===== config.mk =====
export PLATFORM = sky130hd
export DESIGN_NAME = axil_master
export DESIGN_NICKNAME = d
export VERILOG_FILES = /design/src/rtl/axil_pkg.sv /design/src/rtl/axil_timeout_ctr.sv /design/src/rtl/axil_master.sv
export SDC_FILE = /design/constraint.sdc
export NUM_CORES = 1
export LEC_CHECK = 0
export ABC_AREA = 0
export CELL_PAD_IN_SITES_DETAIL_PLACEMENT = 1
export CELL_PAD_IN_SITES_GLOBAL_PLACEMENT = 1
export CORE_MARGIN = 2
export CORE_UTILIZATION = 34
export CTS_CLUSTER_DIAMETER = 100
export DETAILED_ROUTE_END_ITERATION = 16
export PLACE_DENSITY = 0.83
export SYNTH_ARGS = -nofsm -noshare
export SYNTH_HDL_FRONTEND = slang
export SYNTH_HIERARCHICAL = 1
export SYNTH_SLANG_ARGS = --single-unit

===== constraint.sdc =====
create_clock -name clk -period 4.5 [get_ports clk]
set_input_delay 0.9 -clock clk [delete_from_list [all_inputs] [get_ports clk]]
set_output_delay 0.9 -clock clk [all_outputs]
set_load 0.05 [all_outputs]

===== src/rtl/axil_pkg.sv =====
// Shared definitions for the AXI4-Lite single-outstanding initiator.
package axil_pkg;

  typedef enum logic [2:0] {
    IDLE,
    WR_ADDR_DATA,
    WR_RESP,
    RD_ADDR,
    RD_DATA,
    RESP,
    DRAIN
  } axil_state_e;

  localparam logic [1:0] AXI_OKAY   = 2'b00;
  localparam logic [1:0] AXI_EXOKAY = 2'b01;
  localparam logic [1:0] AXI_SLVERR = 2'b10;
  localparam logic [1:0] AXI_DECERR = 2'b11;

  // States in which the per-phase watchdog runs.
  function automatic logic is_timed_phase(input axil_state_e s);
    return (s == WR_ADDR_DATA) || (s == WR_RESP) || (s == RD_ADDR) || (s == RD_DATA);
  endfunction

endpackage


===== src/rtl/axil_timeout_ctr.sv =====
// Per-phase watchdog: expired is high in the TIMEOUT-th enabled cycle after a clear.
module axil_timeout_ctr #(
  parameter int unsigned TIMEOUT = 255
) (
  input  logic clk,
  input  logic resetn,
  input  logic clear,
  input  logic enable,
  output logic expired
);

  localparam int unsigned CW = (TIMEOUT > 1) ? $clog2(TIMEOUT) : 1;

  logic [CW-1:0] r_count;

  assign expired = enable && (r_count == CW'(TIMEOUT - 1));

  always_ff @(posedge clk or negedge resetn) begin
    if (!resetn) begin
      r_count <= '0;
    end else if (clear) begin
      r_count <= '0;
    end else if (enable && !expired) begin
      r_count <= r_count + 1'b1;
    end
  end

endmodule


===== src/rtl/axil_master.sv =====
// Command/response front end driving one AXI4-Lite transaction at a time,
// with a per-phase timeout and draining of responses orphaned by a timeout.
module axil_master
  import axil_pkg::*;
#(
  parameter int unsigned ADDR_W  = 4,
  parameter int unsigned DATA_W  = 32,
  parameter int unsigned TIMEOUT = 255
) (
  input  logic                clk,
  input  logic                resetn,
  input  logic                cmd_valid,
  output logic                cmd_ready,
  input  logic                cmd_write,
  input  logic [ADDR_W-1:0]   cmd_addr,
  input  logic [DATA_W-1:0]   cmd_wdata,
  input  logic [DATA_W/8-1:0] cmd_wstrb,
  output logic                rsp_valid,
  input  logic                rsp_ready,
  output logic [DATA_W-1:0]   rsp_rdata,
  output logic [1:0]          rsp_resp,
  output logic                rsp_timeout,
  output logic [ADDR_W-1:0]   m_axi_awaddr,
  output logic                m_axi_awvalid,
  input  logic                m_axi_awready,
  output logic [DATA_W-1:0]   m_axi_wdata,
  output logic [DATA_W/8-1:0] m_axi_wstrb,
  output logic                m_axi_wvalid,
  input  logic                m_axi_wready,
  input  logic [1:0]          m_axi_bresp,
  input  logic                m_axi_bvalid,
  output logic                m_axi_bready,
  output logic [ADDR_W-1:0]   m_axi_araddr,
  output logic                m_axi_arvalid,
  input  logic                m_axi_arready,
  input  logic [DATA_W-1:0]   m_axi_rdata,
  input  logic [1:0]          m_axi_rresp,
  input  logic                m_axi_rvalid,
  output logic                m_axi_rready
);

  axil_state_e r_state, w_next;

  logic                r_ready_en;
  logic                r_write;
  logic [ADDR_W-1:0]   r_addr;
  logic [DATA_W-1:0]   r_wdata;
  logic [DATA_W/8-1:0] r_wstrb;
  logic [DATA_W-1:0]   r_rdata;
  logic [1:0]          r_resp;
  logic                r_timeout;
  logic                r_drain;
  logic                r_aw_done;
  logic                r_w_done;

  logic w_cmd_hs, w_aw_hs, w_w_hs, w_b_cap, w_r_cap;
  logic w_expired, w_to_event, w_pending;

  assign cmd_ready     = r_ready_en && (r_state == IDLE);
  assign m_axi_awvalid = (r_state == WR_ADDR_DATA) && !r_aw_done;
  assign m_axi_wvalid  = (r_state == WR_ADDR_DATA) && !r_w_done;
  assign m_axi_bready  = (r_state == WR_RESP) || ((r_state == DRAIN) && r_write);
  assign m_axi_arvalid = (r_state == RD_ADDR);
  assign m_axi_rready  = (r_state == RD_DATA) || ((r_state == DRAIN) && !r_write);
  assign m_axi_awaddr  = r_addr;
  assign m_axi_araddr  = r_addr;
  assign m_axi_wdata   = r_wdata;
  assign m_axi_wstrb   = r_wstrb;
  assign rsp_valid     = (r_state == RESP);
  assign rsp_rdata     = r_rdata;
  assign rsp_resp      = r_resp;
  assign rsp_timeout   = r_timeout;

  assign w_cmd_hs = cmd_valid && cmd_ready;
  assign w_aw_hs  = m_axi_awvalid && m_axi_awready;
  assign w_w_hs   = m_axi_wvalid && m_axi_wready;
  assign w_b_cap  = (r_state == WR_RESP) && m_axi_bvalid;
  assign w_r_cap  = (r_state == RD_DATA) && m_axi_rvalid;

  // Progress on the expiry cycle wins over the timeout.
  assign w_to_event = w_expired && (w_next == RESP) && !w_b_cap && !w_r_cap;

  // Once any handshake has gone out, the slave still owes a response.
  assign w_pending = (r_state == WR_RESP) || (r_state == RD_DATA) ||
                     ((r_state == WR_ADDR_DATA) &&
                      (r_aw_done || r_w_done || w_aw_hs || w_w_hs));

  axil_timeout_ctr #(
    .TIMEOUT(TIMEOUT)
  ) u_timeout (
    .clk    (clk),
    .resetn (resetn),
    .clear  (w_next != r_state),
    .enable (is_timed_phase(r_state)),
    .expired(w_expired)
  );

  always_comb begin
    w_next = r_state;
    unique case (r_state)
      IDLE:         if (w_cmd_hs) w_next = cmd_write ? WR_ADDR_DATA : RD_ADDR;
      WR_ADDR_DATA: begin
        if ((r_aw_done || w_aw_hs) && (r_w_done || w_w_hs)) w_next = WR_RESP;
        else if (w_expired)                                  w_next = RESP;
      end
      WR_RESP:      if (m_axi_bvalid || w_expired)  w_next = RESP;
      RD_ADDR: begin
        if (m_axi_arready)  w_next = RD_DATA;
        else if (w_expired) w_next = RESP;
      end
      RD_DATA:      if (m_axi_rvalid || w_expired)  w_next = RESP;
      RESP:         if (rsp_ready) w_next = r_drain ? DRAIN : IDLE;
      DRAIN:        if (r_write ? m_axi_bvalid : m_axi_rvalid) w_next = IDLE;
      default:      w_next = IDLE;
    endcase
  end

  always_ff @(posedge clk or negedge resetn) begin
    if (!resetn) begin
      r_state <= IDLE;
    end else begin
      r_state <= w_next;
    end
  end

  always_ff @(posedge clk or negedge resetn) begin
    if (!resetn) begin
      r_ready_en <= 1'b0;
      r_write    <= 1'b0;
      r_addr     <= '0;
      r_wdata    <= '0;
      r_wstrb    <= '0;
      r_rdata    <= '0;
      r_resp     <= AXI_OKAY;
      r_timeout  <= 1'b0;
      r_drain    <= 1'b0;
      r_aw_done  <= 1'b0;
      r_w_done   <= 1'b0;
    end else begin
      r_ready_en <= 1'b1;
      if (w_cmd_hs) begin
        r_write   <= cmd_write;
        r_addr    <= cmd_addr;
        r_wdata   <= cmd_wdata;
        r_wstrb   <= cmd_wstrb;
        r_rdata   <= '0;
        r_resp    <= AXI_OKAY;
        r_timeout <= 1'b0;
        r_drain   <= 1'b0;
        r_aw_done <= 1'b0;
        r_w_done  <= 1'b0;
      end
      if (w_aw_hs) r_aw_done <= 1'b1;
      if (w_w_hs)  r_w_done  <= 1'b1;
      if (w_b_cap) begin
        r_rdata <= '0;
        r_resp  <= m_axi_bresp;
      end
      if (w_r_cap) begin
        r_rdata <= m_axi_rdata;
        r_resp  <= m_axi_rresp;
      end
      if (w_to_event) begin
        r_timeout <= 1'b1;
        r_resp    <= AXI_SLVERR;
        r_rdata   <= '0;
        r_drain   <= w_pending;
      end
    end
  end

endmodule


==> flow_summary_export.csv <==
group,metric,value,unit
logic_synthesis,synthesis.nets,470,
power,ir_worst_vdd,0.000368,V
critical_path,cp-end-kind,"output pin",
drt,first_iter_violations,146,
global_routing,grt_pass1_wl,19.5,mm
cts,post_cts_buffers,0,
cts,cts_sinks,91,
status,status,"finished, final reports clean",
floorplanning,rows,39,
floorplanning,start_util,34.7,%
global_routing,grt_overflow,0,
critical_path,start_kind,"flop",
run,drv_cap,0,
power,leakage,2.79,nW
sta,maxSlewHeadroom,39.7,%
global_routing,grt_use_total,19.0,%
critical_path,critical_path.cell_chain,"or3b_2 > nor2_1 > clkdlybuf4s50_1",
sta,hold_viol,0,
critical_path,path_class,"reg -> out",
logic_synthesis,syn_area,3970,sq um
floorplanning,pin_count,172,
critical_path,timing.rr.start,"r_state[0]",
logic_synthesis,yosysSeqAreaShare,57.4,%
cts,cts_root_buf,"clkbuf_16",
drt,via_per_inst,5.01,
critical_path,crit_fanout,17,
logic_synthesis,synth_seq_cells,91,
logic_synthesis,yosys_warnings,6,
sta,slew_violations,0,
final_layout,layout.nets,631,
final_layout,fillCellCount,1273,
sta,fmax,0.294,GHz
cts,clockBufferDepth,2,
critical_path,cp.arrival,2.51,ns
cts,clkTransAtPathRegs,0.06,ns
cts,cts_tree,"built",
global_routing,grt_max_degree,63,
drt,final_antenna_net_count,0,
power,p_total,0.00470,W
final_layout,drive_gt1_share,6.57,%
critical_path,slowest_delay,0.84,ns
critical_path,required,3.60,ns
power,power_density,775,nW/um^2
floorplanning,die_h,112,um
cts,numCtsBuffers,9,
place,detailed_place_hpwl,8.61,mm
global_routing,antenna_found_initial,0,
place,io_buffers,171,
cts,cts-resized-gates,0,
critical_path,crit_family,"buffers and inverters",
floorplanning,dieArea,12500,sq um
logic_synthesis,synth-edff-count,0,
drt,wl_per_cell,16.8,um
drt,vias,3464,
cts,htree_levels,3,
global_routing,grt_pass1_vias,3869,
cts,hold_buffers,0,
logic_synthesis,synthFlopType,"dfrtp_1",
cts,insertion_delay,0.33,ns
min_path,min_from,"m_axi_wdata[23]",
sta,worst_pin_slew,0.904,ns
sta,rsz0062_at_grt,"false",
logic_synthesis,syn_inst,382,
min_path,hold_path.class,"reg -> reg",
final_layout,diodes,0,
logic_synthesis,synthArstFlopShare,100,%
drt,drc,0,
floorplanning,coreArea,11400,sq um
drt,drt_first_pass_iters,4,
place,gp_congestion,0.801,
sta,period_share,75.7,%
critical_path,path_buf_inv,1,
sta,setup_violations,0,
critical_path,crit_slowest_cell,"clkdlybuf4s50_1",
drt,wirelength,11.6,mm
floorplanning,die_x,112,um
critical_path,critPathLaunch,"r_state[0]",
sta,skew,0.00861,ns
final_layout,area_delta_synth_final,52.9,%
logic_synthesis,avgSynthCellArea,10.4,sq um
sta,fin_crit,3.41,ns
sta,setup_tns,0,ns
logic_synthesis,yosysUniqueCellTypes,61,
[synth_stat cells, types with 2 or more instances]
cell type  count  area (sq um)
a311oi_1       2          17.5
nor3_1         4          20.0
nand2b_1       3          18.8
buf_2          2          10.0
o22ai_1        2          12.5
nor2b_1        6          37.5
a21oi_1        9          45.0
mux2_4         2          30.0
nand2_1      128           480
buf_6          5          56.3
clkbuf_1      13          48.8
and2_1         3          18.8
nor2_1        14          52.6
and3_2         2          15.0
o21a_1         2          15.0
mux2i_1        2          20.0
and3b_1        2          17.5
a22o_1        32           280
inv_1          6          22.5
dfrtp_1       91          2280
nand3_1        4          20.0
buf_4          4          30.0
and3_1         3          18.8
ha_1           2          25.0
xnor2_1        2          17.5
a211oi_1       2          15.0
[worst reg2reg max path, delay by kind of cell (launching register included)]
family,cells,cell delay (ns)
muxes,2,0.78
and+or+nand+nor,6,1.13
AOI/OAI and AO/OA,1,0.10
xor gates and xnor gates,1,0.47
DFF,1,0.67
[final timing paths]
path | to | slack [ns] | depth (start not counted)
min in group asynchronous | rsp_rdata[27] | 0.66 | 1
setup / recovery | m_axi_wvalid | 1.09 | 3
max in group asynchronous | r_state[1] | 2.92 | 2
hold / removal | m_axi_wdata[23] | 0.48 | 2
hold reg to reg | m_axi_wdata[23] | 0.48 | 2
setup reg to reg | u_timeout/r_count[1] | 1.24 | 10
[cell families after synthesis]
kind of cell / Yosys count / share of synthesized area, %
AOI/OAI and AO/OA: 69 / 14.8
xor gates and xnor gates: 2 / 0.442
adders and majority gates: 2 / 0.631
buffers and inverters: 31 / 4.32
DFF: 91 / 57.4
muxes: 6 / 2.11
other: 1 / 0.0946
and+or+nand+nor: 180 / 20.2
[cell usage in the layout (no fill, tap or decap), types with 5 or more instances in the layout]
cell type          n
clkdlybuf4s50_1  170
nand2_1          128
dfrtp_1           91
a22o_1            32
nor2_1            13
a21oi_1            9
clkbuf_16          9
nor2b_1            6
inv_1              6
buf_4              5
[flip-flops by register name, summed over array words and instances (netlist names)]
register / count
r_state: 3
m_axi_wdata: 32
m_axi_wstrb: 4
r_w_done: 1
rsp_resp: 2
r_write: 1
rsp_rdata: 32
u_timeout/r_count: 8
r_aw_done: 1
m_axi_araddr: 4
r_drain: 1
rsp_timeout: 1
r_ready_en: 1
[layer usage]
| layer | vias to the layer above | global-route usage, % | routed length [um] |
|---|---|---|---|
| met3 | 16 | 6.31 | 888 |
| met4 | 0 | 5.37 | 191 |
| met5 | - | 0 | 0 |
| li1 | 1622 | - | - |
| met2 | 131 | 32.2 | 5630 |
| met1 | 1695 | 23.1 | 4910 |
[where the power goes]
part,internal [W],switching (W),total (W)
sequential,0.00112,0.000228,0.00135
combinational,0.000882,0.00167,0.00255
clock,0.000502,0.000299,0.000801
[final cells by class]
class                   instances  area (sq um)  share of cell area, %
well taps                     143           179                   2.95
repair buffers                175          1740                   28.7
flip-flops and latches         91          2280                   37.6
clock inverters                 4          73.8                   1.22
clock buffers                  12           246                   4.07
inverters                       6          22.5                  0.372
multi-input cells             260          1520                   25.1
[per-stage QoR]
step           setup WS, ns  instance area [sq um]  instances  hold slack [ns]  utilization [%]
2_1_floorplan          1.57                   3970        382            0.497                -
3_3_place_gp           1.14                   5740        675            0.457             50.3
3_5_place_dp           1.03                   5740        675            0.468             50.3
4_1_cts                1.09                   6060        691            0.484             53.1
5_1_grt               0.941                   6060        691            0.505             53.1
6_report               1.09                   6060        691            0.479             53.1
(Power assumes the default switching activity.)
